`src/rtl/proc_run_ctrl.sv`:
```
// Run controller for a processor under test: holds the core in reset, runs it, and detects
// ecall halt, PC self-loop and timeout. Define RUN_CTRL_INSTRET_EN to enable the instret counter.
module proc_run_ctrl #(
    parameter int unsigned PC_W       = 64,
    parameter int unsigned CYC_W      = 32,
    parameter int unsigned RST_CYCLES = 4,
    parameter int unsigned MAX_CYCLES = 10000,
    parameter int unsigned LOOP_LIMIT = 8,
    parameter logic [31:0] HALT_INSN  = 32'h0000_0073
) (
    input  logic             clk,
    input  logic             reset,
    input  logic             start,
    input  logic             abort,
    input  logic [PC_W-1:0]  pc_out,
    input  logic [31:0]      instruction,
    output logic             core_reset,
    output logic [CYC_W-1:0] cycle_count,
    output logic [CYC_W-1:0] instret_count,
    output logic             done,
    output logic             pass,
    output logic             timeout,
    output logic [2:0]       state
);

    typedef enum logic [2:0] {
        S_IDLE = 3'd0,
        S_HOLD = 3'd1,
        S_RUN  = 3'd2,
        S_DONE = 3'd3,
        S_TOUT = 3'd4
    } state_e;

    localparam int HW = (RST_CYCLES > 1) ? $clog2(RST_CYCLES) : 1;
    localparam int LW = $clog2(LOOP_LIMIT + 1);

    localparam logic [HW-1:0]    HOLD_ONE  = {{(HW-1){1'b0}}, 1'b1};
    localparam logic [HW-1:0]    HOLD_LAST = HW'(RST_CYCLES - 1);
    localparam logic [LW-1:0]    LOOP_ONE  = {{(LW-1){1'b0}}, 1'b1};
    localparam logic [LW-1:0]    LOOP_LAST = LW'(LOOP_LIMIT - 1);
    localparam logic [CYC_W-1:0] CYC_ONE   = {{(CYC_W-1){1'b0}}, 1'b1};
    localparam logic [CYC_W-1:0] CYC_LAST  = CYC_W'(MAX_CYCLES - 1);

    state_e            state_q, state_d;
    logic [HW-1:0]     hold_q, hold_d;
    logic [LW-1:0]     loop_q, loop_d;
    logic [LW-1:0]     loop_inc_s;
    logic [CYC_W-1:0]  cyc_q, cyc_d;
    logic [PC_W-1:0]   prev_pc_q, prev_pc_d;
    logic              prev_vld_q, prev_vld_d;
    logic              pass_q, pass_d;
    logic              tout_q, tout_d;
    logic              core_rst_q, core_rst_d;
    logic              done_q, done_d;
    logic              clr_s;
    logic              pc_eq_s;
    logic              pc_ne_s;
    logic              loop_hit_s;

    // The first RUN cycle has no valid previous PC, so it is neither "equal" nor "changed".
    assign pc_eq_s    = prev_vld_q && (pc_out == prev_pc_q);
    assign pc_ne_s    = prev_vld_q && (pc_out != prev_pc_q);
    assign loop_inc_s = loop_q + LOOP_ONE;
    assign loop_hit_s = pc_eq_s && (loop_inc_s == LOOP_LAST);

`ifdef RUN_CTRL_INSTRET_EN
    logic [CYC_W-1:0] inst_q, inst_d;
`endif

    // Next-state, counter and status logic.
    always_comb begin
        state_d    = state_q;
        hold_d     = '0;
        loop_d     = loop_q;
        cyc_d      = cyc_q;
        prev_pc_d  = prev_pc_q;
        prev_vld_d = 1'b0;
        pass_d     = pass_q;
        tout_d     = tout_q;
        clr_s      = 1'b0;
`ifdef RUN_CTRL_INSTRET_EN
        inst_d     = inst_q;
`endif
        case (state_q)
            S_IDLE: begin
                if (start && !abort) begin
                    state_d = S_HOLD;
                    clr_s   = 1'b1;
                end else begin
                    state_d = S_IDLE;
                end
            end
            S_HOLD: begin
                if (abort) begin
                    state_d = S_IDLE;
                end else if (hold_q == HOLD_LAST) begin
                    state_d = S_RUN;
                end else begin
                    hold_d  = hold_q + HOLD_ONE;
                end
            end
            S_RUN: begin
                cyc_d      = (cyc_q == '1) ? cyc_q : (cyc_q + CYC_ONE);
                prev_pc_d  = pc_out;
                prev_vld_d = 1'b1;
                if (pc_eq_s) begin
                    loop_d = (loop_q == '1) ? loop_q : loop_inc_s;
                end else begin
                    loop_d = '0;
                end
`ifdef RUN_CTRL_INSTRET_EN
                if (pc_ne_s && (inst_q != '1)) begin
                    inst_d = inst_q + CYC_ONE;
                end else begin
                    inst_d = inst_q;
                end
`endif
                if (abort) begin
                    state_d = S_IDLE;
                end else if (instruction == HALT_INSN) begin
                    state_d = S_DONE;
                    pass_d  = 1'b1;
                end else if (loop_hit_s) begin
                    state_d = S_DONE;
                    pass_d  = 1'b0;
                end else if (cyc_q == CYC_LAST) begin
                    state_d = S_TOUT;
                    tout_d  = 1'b1;
                end else begin
                    state_d = S_RUN;
                end
            end
            S_DONE, S_TOUT: begin
                if (abort) begin
                    state_d = S_IDLE;
                end else if (start) begin
                    state_d = S_HOLD;
                    clr_s   = 1'b1;
                end else begin
                    state_d = state_q;
                end
            end
            default: begin
                state_d = S_IDLE;
            end
        endcase

        if (clr_s) begin
            loop_d = '0;
            cyc_d  = '0;
            pass_d = 1'b0;
            tout_d = 1'b0;
`ifdef RUN_CTRL_INSTRET_EN
            inst_d = '0;
`endif
        end else begin
            loop_d = loop_d;
        end

        core_rst_d = (state_d != S_RUN);
        done_d     = (state_d == S_DONE) || (state_d == S_TOUT);
    end

    // State, counters and registered outputs.
    always_ff @(posedge clk or negedge reset) begin
        if (!reset) begin
            state_q    <= S_IDLE;
            hold_q     <= '0;
            loop_q     <= '0;
            cyc_q      <= '0;
            prev_pc_q  <= '0;
            prev_vld_q <= 1'b0;
            pass_q     <= 1'b0;
            tout_q     <= 1'b0;
            core_rst_q <= 1'b1;
            done_q     <= 1'b0;
        end else begin
            state_q    <= state_d;
            hold_q     <= hold_d;
            loop_q     <= loop_d;
            cyc_q      <= cyc_d;
            prev_pc_q  <= prev_pc_d;
            prev_vld_q <= prev_vld_d;
            pass_q     <= pass_d;
            tout_q     <= tout_d;
            core_rst_q <= core_rst_d;
            done_q     <= done_d;
        end
    end

`ifdef RUN_CTRL_INSTRET_EN
    // Retired-instruction counter.
    always_ff @(posedge clk or negedge reset) begin
        if (!reset) begin
            inst_q <= '0;
        end else begin
            inst_q <= inst_d;
        end
    end
    assign instret_count = inst_q;
`else
    assign instret_count = '0;
`endif

    assign state       = state_q;
    assign core_reset  = core_rst_q;
    assign cycle_count = cyc_q;
    assign done        = done_q;
    assign pass        = pass_q;
    assign timeout     = tout_q;

endmodule

```
`config.mk`:
```
export PLATFORM = sky130hd
export DESIGN_NAME = proc_run_ctrl
export DESIGN_NICKNAME = d
export VERILOG_FILES = /design/src/rtl/proc_run_ctrl.sv
export SDC_FILE = /design/constraint.sdc
export NUM_CORES = 1
export LEC_CHECK = 0
export ABC_AREA = 1
export CAP_MARGIN = 0
export CORE_ASPECT_RATIO = 0.7
export CORE_MARGIN = 3
export CORE_UTILIZATION = 50
export CTS_CLUSTER_SIZE = 30
export DETAILED_ROUTE_END_ITERATION = 12
export PLACE_DENSITY_LB_ADDON = 0.1
export SYNTH_ARGS = -nofsm -noshare
export SYNTH_HDL_FRONTEND = slang
export SYNTH_SLANG_ARGS = --single-unit
```
`constraint.sdc`:
```
create_clock -name clk -period 2.49 [get_ports clk]
set_clock_uncertainty 0.15 [all_clocks]
set_input_delay 0.747 -clock clk [delete_from_list [all_inputs] [get_ports clk]]
set_output_delay 0.747 -clock clk [all_outputs]
set_load 0.05 [all_outputs]
```
==> metrics.csv <==
stage,metric,value,unit
floorplanning,floorplan.initialDensity,0.5175,
synthesis,yosys.area.top_type,dfrtp_1,
grt,grt_pass1_vias,5513,
synthesis,yosys_register_bits,110,
final_layout,area.growth.synth_to_final,33.05,%
placement,dp_hpwl,13780,um
synthesis,synth-edff-count,0,
worst_setup_path,slowest_stage,clkdlybuf4s50_1,
worst_setup_path,worstPathArrival,1550,ps
worst_setup_path,start_kind,flip-flop,
floorplanning,die_y,101.5,um
synthesis,synth_warnings,0,
timing,max_slew_margin,0.6518,
grt,globalRouteMet3Util,0.06607,
pwr,p_leak,4.466,nW
worst_setup_path,crit_type,reg -> out,
final_layout,final_cell_area,0.008670,mm2
final_layout,final_cells,1250,
grt,antenna_found_initial,2,
timing,finalCriticalPeriod,2442,ps
final_layout,nets,1185,
final_layout,layout-drive-gt1-share,0.1188,
route,routed_wl,17840,um
timing,slew_viol_final,0,
worst_setup_path,crit_family,buffers and inverters,
placement,numPortBuffers,138,
synthesis,ys.flop_type,dfrtp_1,
timing,fmax,409.4,MHz
placement,gp_routability_congestion,0.9942,
worst_setup_path,crit_chain,clkdlybuf4s50_1,
route,wire_per_inst,14.27,um
timing,setup_violations,0,
cts,cts-root-buf,clkbuf_16,
timing,post-route-period-util,0.9809,
route,firstDrtPassIters,5,
floorplanning,die_area,0.01446,mm2
pwr,swShare,0.3371,
pwr,seqPwrFrac,0.448,
run_status,status,finished clean,
route,route.detailed.drc,0,
grt,groute.usage.overall,0.2477,
timing,totalNegativeSetupSlack,0,ps
timing,tightest_slew,518.3,ps
timing,final-hold-violation-count,0,
grt,globalRouteOverflowTotal,0,
grt,grt_first_pass_wirelength,28150,um
floorplanning,num_rows,34,
cts,htreeDepth,3,
placement,dp.cells,1231,
grt,use_met1,0.3919,
cts,cts.path.max_buffers,2,
cts,cts_buffers,9,
cts,cts_sinks,110,
placement,dpl_cell_area,0.008214,mm2
grt,gr-max-usage-layer,met1,
pwr,intPower,3.203,mW
route,viasPerCell,4.989,
worst_setup_path,cp-end-kind,output port,
synthesis,syn_area,0.006516,mm2
cts,cts.clk_slew.worst_paths,70,ps
worst_setup_path,rrSetupSlack,270,ps
min_path,hp-class,in -> async,
synthesis,syn_inst,908,
run,max-cap-violations,0,
synthesis,synth_area_leaders,"dfrtp_1 (42%), nand2_1 (18%), inv_1 (6.2%)",
pwr,p_switching,1.629,mW
floorplanning,io_pins,171,
grt,globalRouteMet2Util,0.3424,
placement,dpl_worst_slack,-560.4,ps
synthesis,ys_seq_area_frac,0.4226,
worst_setup_path,crit_fanout,4,
synthesis,avgSynthCellArea,7.176,um2
pwr,finalPower,4.831,mW
pwr,comb_power_share,0.269,
floorplanning,core_area,0.01259,mm2
synthesis,async_reset_ff_frac,1.000,
synthesis,yosysTopAreaCellShare,0.4186,
cts,cts_tree,built,
pwr,power_frac_clock,0.283,
floorplanning,chipWidth,142.4,um
synthesis,synth_most_common_cell,nand2_1,
synthesis,synth.top_cells.by_count,"nand2_1 (307), dfrtp_1 (109), inv_1 (107), nor2_1 (78), o21ai_0 (78)",
grt,grt_max_degree,99,
worst_setup_path,critical_path_buf_inv_count,1,
cts,hold_buffers,0,
route,drt_iter0_markers,523,
pwr,p_per_area,557.3,mW/mm2
pwr,ir_worst_vdd,368.1,uV
route,ant_nets,0,
worst_setup_path,max_stage_delay,820,ps
timing,setup_ws,47.57,ps
cts,clk_latency,350,ps
synthesis,synth.distinct_cells,35,
route,via_count,6236,
worst_setup_path,crit_required,1590,ps
worst paths after layout:
check                                       startpoint                     endpoint  depth (start not counted)
max                        cycle_count[13]$_DFFE_PN0P_              cycle_count[13]                          1
min                                              reset  cycle_count[25]$_DFFE_PN0P_                          1
max reg2reg                 cycle_count[1]$_DFFE_PN0P_  cycle_count[20]$_DFFE_PN0P_                         11
min reg2reg                        hold_q[0]$_DFF_PN0_          hold_q[0]$_DFF_PN0_                          1
max in group asynchronous                        reset         core_reset$_DFF_PN1_                          2
min in group clk                   hold_q[0]$_DFF_PN0_          hold_q[0]$_DFF_PN0_                          1
per-stage QoR:
stage | utilization | hold slack (ps)
floorplan | - | 258.8
global placement | 0.6523 | 274.1
detailed placement | 0.6523 | 274.2
CTS | 0.6756 | 197.2
global route | 0.6883 | 212.0
finish | 0.6885 | 193.4
timing repair:
| action | CTS | global route |
|---|---|---|
| setup endpoints to repair | 16 | 11 |
| resized for setup | 26 | 75 |
| buffers inserted | 1 | 0 |
| pin swaps | 9 | 39 |
state kept, by name (all words and copies together) (netlist names), 2 cells and up:
signal / cells
hold_q: 2
loop_q: 4
prev_pc_q: 64
state: 3
cycle_count: 32
cell families after synthesis:
family	share of synthesized area
compound gates	0.1035
buf+inv	0.1142
flops	0.4226
fa+ha+maj	0.007681
xor+xnor	0.04973
simple gates	0.3017
other cells	0.0005755
cell type report:
cell class              instances  area, um2
fillers                      1099       3923
multi-input cells             667       3193
flip-flops and latches        110       2754
repair buffers                184       1827
inverters                     109      409.1
clock buffers                  12      246.5
well taps                     162      202.7
clock inverters                 4      32.53
diodes                          2      5.005
routing by layer:
layer  routed length [um]  part of all wire
met5                   13           0.00073
met4                   99            0.0055
met3                 1850              0.10
met2                 7176              0.40
met1                 8698              0.49
power groups by stage:
stage	Combinational [mW]	Sequential, mW	Clock [mW]
floorplan	0.635	2.34	0
global placement	1.28	2.19	0
detailed placement	1.29	2.19	0
CTS	1.30	2.16	1.40
global route	1.45	2.19	1.47
finish	1.30	2.16	1.37
cell usage in the layout, fill, tap and decap left out, types with 2 or more instances in the layout:
cell type        synthesis  routed
nand2_1                307     302
dfrtp_1                109     109
inv_1                  107     101
buf_4                   33      72
o21ai_0                 78      70
nor2_1                  78      68
dlymetal6s2s_1           0      49
clkdlybuf4s50_1          0      41
conb_1                   1      32
xor2_1                  23      23
nand3_1                 23      22
nor3_1                  20      20
o31ai_1                 18      18
nand4_1                 16      16
nor4_1                  15      15
xnor2_1                 14      14
dlygate4sd2_1            0      14
o21ai_1                  8      13
nor2_2                   1      10
a21oi_1                  9       9
clkbuf_16                0       9
inv_2                    2       8
buf_12                   0       6
nand2_2                  0       5
o22ai_1                  4       4
or2_2                    4       4
ha_1                     4       4
o21ai_2                  0       3
nand3b_1                 3       3
diode_2                  0       2
nor3b_1                  2       2
nor3_2                   2       2
clkinvlp_4               0       2
clkinv_4                 0       2
clkbuf_1                14       2
clkdlybuf4s15_1          0       2
Note: power is estimated with default switching activity, not from simulation.
